### src/rtl/fetch_stage_pkg.sv
// -----------------------------------------------------------------------------
// fetch_stage_pkg
// Shared definitions for the instruction-fetch stage: FSM state encoding,
// the NOP encoding used to fill an empty IF/ID register, default reset and
// exception-vector PCs, and small PC helper functions.
// -----------------------------------------------------------------------------
package fetch_stage_pkg;

   typedef enum logic [1:0] {
      ST_IDLE    = 2'd0,
      ST_REQ     = 2'd1,
      ST_HOLD    = 2'd2,
      ST_DISCARD = 2'd3
   } fetch_state_e;

   // sll $0,$0,0 -- the canonical MIPS NOP
   localparam logic [31:0] NOP_INSTR        = 32'h0000_0000;
   localparam logic [31:0] RESET_PC_DEFAULT = 32'h0000_0000;
   localparam logic [31:0] EXC_VEC_DEFAULT  = 32'h0000_0800;

   // Sequential successor; wraps modulo 2^32.
   function automatic logic [31:0] pc_plus4(input logic [31:0] pc);
      return pc + 32'd4;
   endfunction

   // Instruction fetches are always word aligned.
   function automatic logic [31:0] word_align(input logic [31:0] a);
      return a & 32'hFFFF_FFFC;
   endfunction

endpackage

### src/rtl/fetch_stage_if.sv
// -----------------------------------------------------------------------------
// fetch_stage_if
// Instruction-memory request/acknowledge bus between the fetch stage (master)
// and instruction memory (slave).
//   imem_req   master->slave  request; held high until imem_ack
//   imem_addr  master->slave  word-aligned byte address
//   imem_ack   slave->master  imem_rdata valid this cycle
//   imem_rdata slave->master  instruction word
// Handshake: a transfer completes in every cycle where imem_req && imem_ack.
// Once imem_req rises it stays high, with imem_addr stable, until that cycle;
// imem_ack may be asserted in the very cycle imem_req first rises. At most one
// request is ever outstanding.
// -----------------------------------------------------------------------------
interface fetch_stage_if;
   logic        imem_req;
   logic [31:0] imem_addr;
   logic        imem_ack;
   logic [31:0] imem_rdata;

   modport master (output imem_req, output imem_addr,
                   input  imem_ack, input  imem_rdata);
   modport slave  (input  imem_req, input  imem_addr,
                   output imem_ack, output imem_rdata);
endinterface

### src/rtl/fetch_skid_buf.sv
// -----------------------------------------------------------------------------
// fetch_skid_buf
// One-entry {ir, pc} holding buffer for an instruction word that returned from
// memory while decode was stalled.
//   clk, rst   clock, asynchronous active-high reset
//   load_i     capture ir_i/pc_i and mark full
//   clear_i    mark empty (wins over load_i)
//   ir_i, pc_i word and its address to capture
//   full_o     buffer holds a word
//   ir_o, pc_o buffered word and address
// -----------------------------------------------------------------------------
module fetch_skid_buf (
   input  logic        clk,
   input  logic        rst,
   input  logic        load_i,
   input  logic        clear_i,
   input  logic [31:0] ir_i,
   input  logic [31:0] pc_i,
   output logic        full_o,
   output logic [31:0] ir_o,
   output logic [31:0] pc_o
);

   logic        full_q;
   logic [31:0] ir_q;
   logic [31:0] pc_q;

   always_ff @(posedge clk or posedge rst) begin
      if (rst) begin
         full_q <= 1'b0;
         ir_q   <= 32'h0;
         pc_q   <= 32'h0;
      end else if (clear_i) begin
         full_q <= 1'b0;
      end else if (load_i) begin
         full_q <= 1'b1;
         ir_q   <= ir_i;
         pc_q   <= pc_i;
      end
   end

   assign full_o = full_q;
   assign ir_o   = ir_q;
   assign pc_o   = pc_q;

endmodule

### src/rtl/fetch_stage.sv
// -----------------------------------------------------------------------------
// fetch_stage
// Instruction-fetch stage plus IF/ID pipeline register. Owns the PC, runs the
// req/ack handshake to instruction memory, parks one returned word in a skid
// buffer while decode stalls, and applies redirects and the exception vector.
//   clk, rst        clock, asynchronous active-high reset
//   imem            instruction-memory bus (master side)
//   stall           decode cannot accept; IF/ID holds
//   redirect_valid  taken branch/jump/jr/eret; target redirect_pc (word aligned)
//   exc_valid       exception/syscall; target EXC_VEC; beats redirect_valid
//   id_valid        id_ir holds a real instruction
//   id_ir           instruction (NOP when not valid)
//   id_pc, id_pc4   address of id_ir and that address + 4
//   dbg_state_o     current FSM state
// -----------------------------------------------------------------------------
module fetch_stage
   import fetch_stage_pkg::*;
#(
   parameter logic [31:0] RESET_PC = RESET_PC_DEFAULT,
   parameter logic [31:0] EXC_VEC  = EXC_VEC_DEFAULT
) (
   input  logic                 clk,
   input  logic                 rst,
   fetch_stage_if.master        imem,
   input  logic                 stall,
   input  logic                 redirect_valid,
   input  logic [31:0]          redirect_pc,
   input  logic                 exc_valid,
   output logic                 id_valid,
   output logic [31:0]          id_ir,
   output logic [31:0]          id_pc,
   output logic [31:0]          id_pc4,
   output fetch_state_e         dbg_state_o
);

   fetch_state_e state_q;
   logic [31:0]  pc_q;        // next instruction to fetch (or the redirect target)
   logic [31:0]  addr_q;      // address on the bus; differs from pc_q only in DISCARD
   logic         req_q;
   logic         id_valid_q;
   logic [31:0]  id_ir_q;
   logic [31:0]  id_pc_q;
   logic [31:0]  id_pc4_q;

   logic         redir;
   logic [31:0]  target_pc;
   logic [31:0]  pc_seq;
   logic         skid_load;
   logic         skid_clear;
   logic         skid_full;
   logic [31:0]  skid_ir;
   logic [31:0]  skid_pc;

   assign redir     = exc_valid | redirect_valid;
   assign target_pc = exc_valid ? EXC_VEC : word_align(redirect_pc);
   assign pc_seq    = pc_plus4(pc_q);

   // A word that arrives while decode is stalled is parked; the skid empties
   // on release or is thrown away by any redirect.
   assign skid_load  = (state_q == ST_REQ) & imem.imem_ack & stall & ~redir;
   assign skid_clear = redir | ((state_q == ST_HOLD) & ~stall);

   fetch_skid_buf u_skid (
      .clk     (clk),
      .rst     (rst),
      .load_i  (skid_load),
      .clear_i (skid_clear),
      .ir_i    (imem.imem_rdata),
      .pc_i    (pc_q),
      .full_o  (skid_full),
      .ir_o    (skid_ir),
      .pc_o    (skid_pc)
   );

   always_ff @(posedge clk or posedge rst) begin
      if (rst) begin
         state_q    <= ST_IDLE;
         pc_q       <= RESET_PC;
         addr_q     <= RESET_PC;
         req_q      <= 1'b0;
         id_valid_q <= 1'b0;
         id_ir_q    <= NOP_INSTR;
         id_pc_q    <= 32'h0;
         id_pc4_q   <= 32'h0;
      end else if (redir) begin
         id_valid_q <= 1'b0;
         id_ir_q    <= NOP_INSTR;
         pc_q       <= target_pc;
         req_q      <= 1'b1;
         // An unanswered request cannot be withdrawn: keep presenting the old
         // address and drop its data when it finally arrives.
         if ((state_q == ST_REQ || state_q == ST_DISCARD) && !imem.imem_ack) begin
            state_q <= ST_DISCARD;
         end else begin
            state_q <= ST_REQ;
            addr_q  <= target_pc;
         end
      end else begin
         case (state_q)
            ST_IDLE: begin
               state_q <= ST_REQ;
               req_q   <= 1'b1;
               addr_q  <= pc_q;
            end
            ST_REQ: begin
               if (imem.imem_ack) begin
                  if (stall) begin
                     state_q <= ST_HOLD;
                     req_q   <= 1'b0;
                  end else begin
                     id_valid_q <= 1'b1;
                     id_ir_q    <= imem.imem_rdata;
                     id_pc_q    <= pc_q;
                     id_pc4_q   <= pc_seq;
                     pc_q       <= pc_seq;
                     addr_q     <= pc_seq;
                  end
               end else if (!stall) begin
                  id_valid_q <= 1'b0;
                  id_ir_q    <= NOP_INSTR;
               end
            end
            ST_HOLD: begin
               if (!stall) begin
                  id_valid_q <= skid_full;
                  id_ir_q    <= skid_ir;
                  id_pc_q    <= skid_pc;
                  id_pc4_q   <= pc_plus4(skid_pc);
                  pc_q       <= pc_seq;
                  addr_q     <= pc_seq;
                  state_q    <= ST_REQ;
                  req_q      <= 1'b1;
               end
            end
            ST_DISCARD: begin
               if (imem.imem_ack) begin
                  state_q <= ST_REQ;
                  addr_q  <= pc_q;
               end
            end
            default: begin
               state_q <= ST_IDLE;
               req_q   <= 1'b0;
            end
         endcase
      end
   end

   assign imem.imem_req  = req_q;
   assign imem.imem_addr = addr_q;
   assign id_valid       = id_valid_q;
   assign id_ir          = id_ir_q;
   assign id_pc          = id_pc_q;
   assign id_pc4         = id_pc4_q;
   assign dbg_state_o    = state_q;

endmodule
### src/flat_wrapper.sv
// flat-port wrapper written by rule: the top's interface ports become plain ports
module fetch_stage_flat import fetch_stage_pkg::*;
#(
   parameter logic [31:0] RESET_PC = RESET_PC_DEFAULT,
   parameter logic [31:0] EXC_VEC  = EXC_VEC_DEFAULT
)
  (clk, rst, stall, redirect_valid, redirect_pc, exc_valid, id_valid, id_ir, id_pc, id_pc4, dbg_state_o, imem_imem_req, imem_imem_addr, imem_imem_ack, imem_imem_rdata);
  fetch_stage_if imem_i ();
  input  logic clk;
  input  logic rst;
  input  logic stall;
  input  logic redirect_valid;
  input  logic [31:0] redirect_pc;
  input  logic exc_valid;
  output logic id_valid;
  output logic [31:0] id_ir;
  output logic [31:0] id_pc;
  output logic [31:0] id_pc4;
  output fetch_state_e dbg_state_o;
  output wire logic [$bits(imem_i.imem_req)-1:0] imem_imem_req;
  output wire logic [$bits(imem_i.imem_addr)-1:0] imem_imem_addr;
  input wire logic [$bits(imem_i.imem_ack)-1:0] imem_imem_ack;
  input wire logic [$bits(imem_i.imem_rdata)-1:0] imem_imem_rdata;
  assign imem_imem_req = imem_i.imem_req;
  assign imem_imem_addr = imem_i.imem_addr;
  assign imem_i.imem_ack = imem_imem_ack;
  assign imem_i.imem_rdata = imem_imem_rdata;
  fetch_stage #(.RESET_PC(RESET_PC), .EXC_VEC(EXC_VEC)) u_core (.clk(clk), .rst(rst), .imem(imem_i), .stall(stall), .redirect_valid(redirect_valid), .redirect_pc(redirect_pc), .exc_valid(exc_valid), .id_valid(id_valid), .id_ir(id_ir), .id_pc(id_pc), .id_pc4(id_pc4), .dbg_state_o(dbg_state_o));
endmodule
### config.mk
export PLATFORM = sky130hd
export DESIGN_NAME = fetch_stage_flat
export DESIGN_NICKNAME = d
export VERILOG_FILES = /design/src/rtl/fetch_stage_pkg.sv /design/src/rtl/fetch_stage_if.sv /design/src/rtl/fetch_skid_buf.sv /design/src/rtl/fetch_stage.sv /design/src/flat_wrapper.sv
export SDC_FILE = /design/constraint.sdc
export NUM_CORES = 1
export LEC_CHECK = 0
export ABC_AREA = 0
export ABC_CLOCK_PERIOD_IN_PS = 5400
export CAP_MARGIN = 20
export CORE_MARGIN = 3
export CORE_UTILIZATION = 50
export DETAILED_ROUTE_END_ITERATION = 7
export GPL_ROUTABILITY_DRIVEN = 0
export PLACE_DENSITY_LB_ADDON = 0.15
export SLEW_MARGIN = 25
export SYNTH_ARGS = -nofsm -noshare
export SYNTH_HDL_FRONTEND = slang
export SYNTH_HIERARCHICAL = 1
export SYNTH_SLANG_ARGS = --single-unit
### constraint.sdc
create_clock -name clk -period 5.4 [get_ports clk]
set_input_delay 0.54 -clock clk [delete_from_list [all_inputs] [get_ports clk]]
set_output_delay 0.54 -clock clk [all_outputs]
set_load 0.005 [all_outputs]
==> results.yml <==
status:
  run_status: "finished, final reports clean"
clock_tree:
  clock_sink_count: 223
  cts_inserted_buffers: 25
  clock_insertion_delay_worst_skew_ps: 530
  cts.hold.buffers_added: 0
  ctsHtreeMaxLevel: 1
  clk_pin_slew_worst_paths_ps: 60
  clockBufferDepth: 3
  cts.repair_timing.setup_buffer_count: 0
  cts_repair_resize_count: 0
  ctsRootBufferMaster: "sky130_fd_sc_hd__clkbuf_16"
  cts_tree: "done"
route:
  postRouteWirelength_um: 34800
  detail-route-antenna-nets: 0
  detail_route.iter0.violations: 1166
  drc: 0
  drt_pre_antenna_iters: 5
  vias: 9893
  post_drt_via_cell_ratio: 5.91
  dr_wl_cell_um: 20.8
sta:
  slew_of_the_pin_with_the_lowest_slew_margin_ps: 959
  max_clock_freq_mhz: 270
  clock_skew_ps: 10.1
  period_share: 0.687
  finalMaxSlewViolations: 0
  layout_min_cycle_time_ps: 3710
  fin_hold_ws_ps: 482
  grt_setup_unrepaired: "false"
  final.setup.tns_ps: 0
  timing.final.hold_violations: 0
  slew_headroom: 0.356
  setup-violations-final: 0
finish:
  layout.filler_cells: 1966
  final_nets: 1413
  design_area_final_sq_um: 15000
  n_antenna_cell: 0
  finalNonFillerCells: 1674
  post-route-util: 0.632
  final_layout_size_suffix_gt1_frac: 0.107
  syn_to_final_growth_pct: 22.8
worst_setup_path:
  slowest_stage: "sky130_fd_sc_hd__buf_4"
  worstSetupPathType: "flop to flop"
  timing.critical_path.slowest_cell_delay_ps: 810
  timing.critical_path.from: "u_core/dbg_state_o[1]"
  r2r-start: "u_core/dbg_state_o[1]"
  path_cells: "inv_1, ha_1, nor4bb_1, and2_1, nor2b_4, buf_4, mux2_2"
  timing.critical_path.to_type: "flop"
  worst-endpoint-arrival_ps: 4120
  worst-path-buf-inv: 2
  crit_fanout: 45
  worstPathRequired_ps: 5810
  family_with_the_most_delay_on_the_worst_path: "simple AND/OR/NAND/NOR gates"
  kind_of_start_point_of_the_critical_path: "flop"
synth:
  yosys.area.top_type_share: 0.456
  syn-mean-instance-area_sq_um: 10.2
  dominantRegCellSynth: "sky130_fd_sc_hd__dfrtp_1"
  synthesis.instances: 1203
  netlist-cell-type-count: 70
  yosys_register_bits: 223
  yosys.area.top_type: "sky130_fd_sc_hd__dfrtp_1"
  synth.area.top_cells: "sky130_fd_sc_hd__dfrtp_1 (46%), sky130_fd_sc_hd__mux2_4 (7.4%), sky130_fd_sc_hd__mux2i_1 (3.9%)"
  ys_warn_count: 6
  yosysSeqAreaShare: 0.456
  syn_area_sq_um: 12200
  synthArstFlopShare: 1.00
  synth_edf_count: 0
die:
  die_y_um: 162
  io_pins: 202
  core-area_sq_um: 23800
  placementRows: 56
  floorplan.initialDensity: 0.515
  die_area_sq_um: 26400
  chipWidth_um: 162
global_route:
  gr-usage-all-layers: 0.259
  largest_net_degree_at_the_start_of_global_routing: 84
  antenna_found_initial: 0
  grt_pass1_vias: 9736
  grt_first_pass_wirelength_um: 55300
  grt.overflow.total: 0
placed_design:
  port_buffers: 197
  placed_cell_area_sq_um: 14200
  hpwl_um: 23500
  placed_cells: 1629
power_and_ir_drop:
  power.static_leakage_uw: 0.00621
  power_per_cell_area_nw_per_um2: 350
  power.ir.vdd_worst_uv: 185
worst_hold_path:
  hp-start: "u_core/id_pc4[6]"
  worst_hold_path_type: "flop to flop"
run:
  cap_violations: 0
cell usage in the layout (no fill, tap or decap), drive strengths merged, types with 33 or more instances in the layout:
cell / Yosys / final
clkbuf: 62 / 39
dfrtp: 223 / 223
xnor2: 47 / 47
a22oi: 35 / 35
xor2: 33 / 33
nand2: 115 / 115
o21ai: 79 / 79
a211oi: 45 / 45
nor2: 86 / 86
nand3: 44 / 44
clkdlybuf4s50: 0 / 197
a21oi: 43 / 43
mux2i: 48 / 48
nand4: 34 / 34
mux2: 66 / 66
registers in the layout, indices dropped and copies added (netlist names), 2 cells and up:
register	flops
u_core/u_skid/ir_o	32
u_core/pc_q	30
u_core/id_pc4	30
u_core/dbg_state_o	2
u_core/id_pc	32
u_core/id_ir	32
u_core/imem.imem_addr	30
u_core/u_skid/pc_o	32
cell families (layout without fill, tap and decap cells):
group / Yosys count / count (layout) / share of synthesized area
AOI/OAI and AO/OA: 276 / 276 / 0.149
and+or+nand+nor: 369 / 369 / 0.154
other: 1 / 4 / 0.000307
muxes: 114 / 114 / 0.119
xor gates and xnor gates: 80 / 80 / 0.0573
DFF: 223 / 223 / 0.456
adders and majority gates: 6 / 6 / 0.00614
buffers and inverters: 134 / 283 / 0.0574
synth_stat cells (all sizes together) (15+ instances only):
cell    number
dfrtp      223
nand2      115
nor2        86
o21ai       79
mux2        66
clkbuf      62
mux2i       48
buf         47
xnor2       47
a211oi      45
nand3       44
a21oi       43
a22oi       35
nand4       34
xor2        33
inv         25
and3        16
nor3        15
area by class of cell:
cell class / instances / area (sq um) / area share
tap: 319 / 399 / 0.0266
clock inverter: 6 / 87.6 / 0.00583
clock buffer: 39 / 748 / 0.0498
timing repair buffer: 213 / 2100 / 0.140
sequential: 223 / 5580 / 0.372
multi-input combinational: 849 / 6000 / 0.399
inverter: 25 / 100 / 0.00667
where the power goes:
| group | switching [uW] | internal (uW) |
|---|---|---|
| registers | 267 | 1980 |
| clock network | 690 | 1040 |
| logic | 563 | 719 |
| total | 1520 | 3740 |
metal layers:
metal  GRT usage  vias to the layer above  share of wire
li1            -                     4593              -
met1       0.401                     4820           0.47
met2       0.386                      435           0.44
met3      0.0427                       45          0.073
met4      0.0527                        0          0.015
met5           0                        -              0
worst paths after layout:
| check | end | slack [ps] | cells past startpoint |
|---|---|---|---|
| worst max-delay path | u_core/u_skid/pc_o[22] | 1690 | 7 |
| worst min-delay path | u_core/id_pc4[6] | 480 | 2 |
| worst max register to register | u_core/u_skid/pc_o[22] | 1690 | 7 |
| worst min register to register | u_core/id_pc4[6] | 480 | 2 |
| max in group asynchronous | u_core/id_ir[19] | 3870 | 3 |
| min in group asynchronous | u_core/id_pc4[10] | 610 | 2 |
stage by stage:
stage / worst slack, ps / power [uW]
4_1_cts: 1700 / 5290
2_1_floorplan: 597 / 2850
3_3_place_gp: 1560 / 3510
6_report: 1690 / 5260
5_1_grt: 1440 / 5520
3_5_place_dp: 1530 / 3540
worst min-delay path: cells and delay by family, from the launching register on:
| family | cells | cell delay [ps] |
|---|---|---|
| flops | 1 | 340 |
| compound gates | 1 | 60 |
| simple gates | 1 | 50 |
No activity file was read; power rests on OpenSTA's default activity.
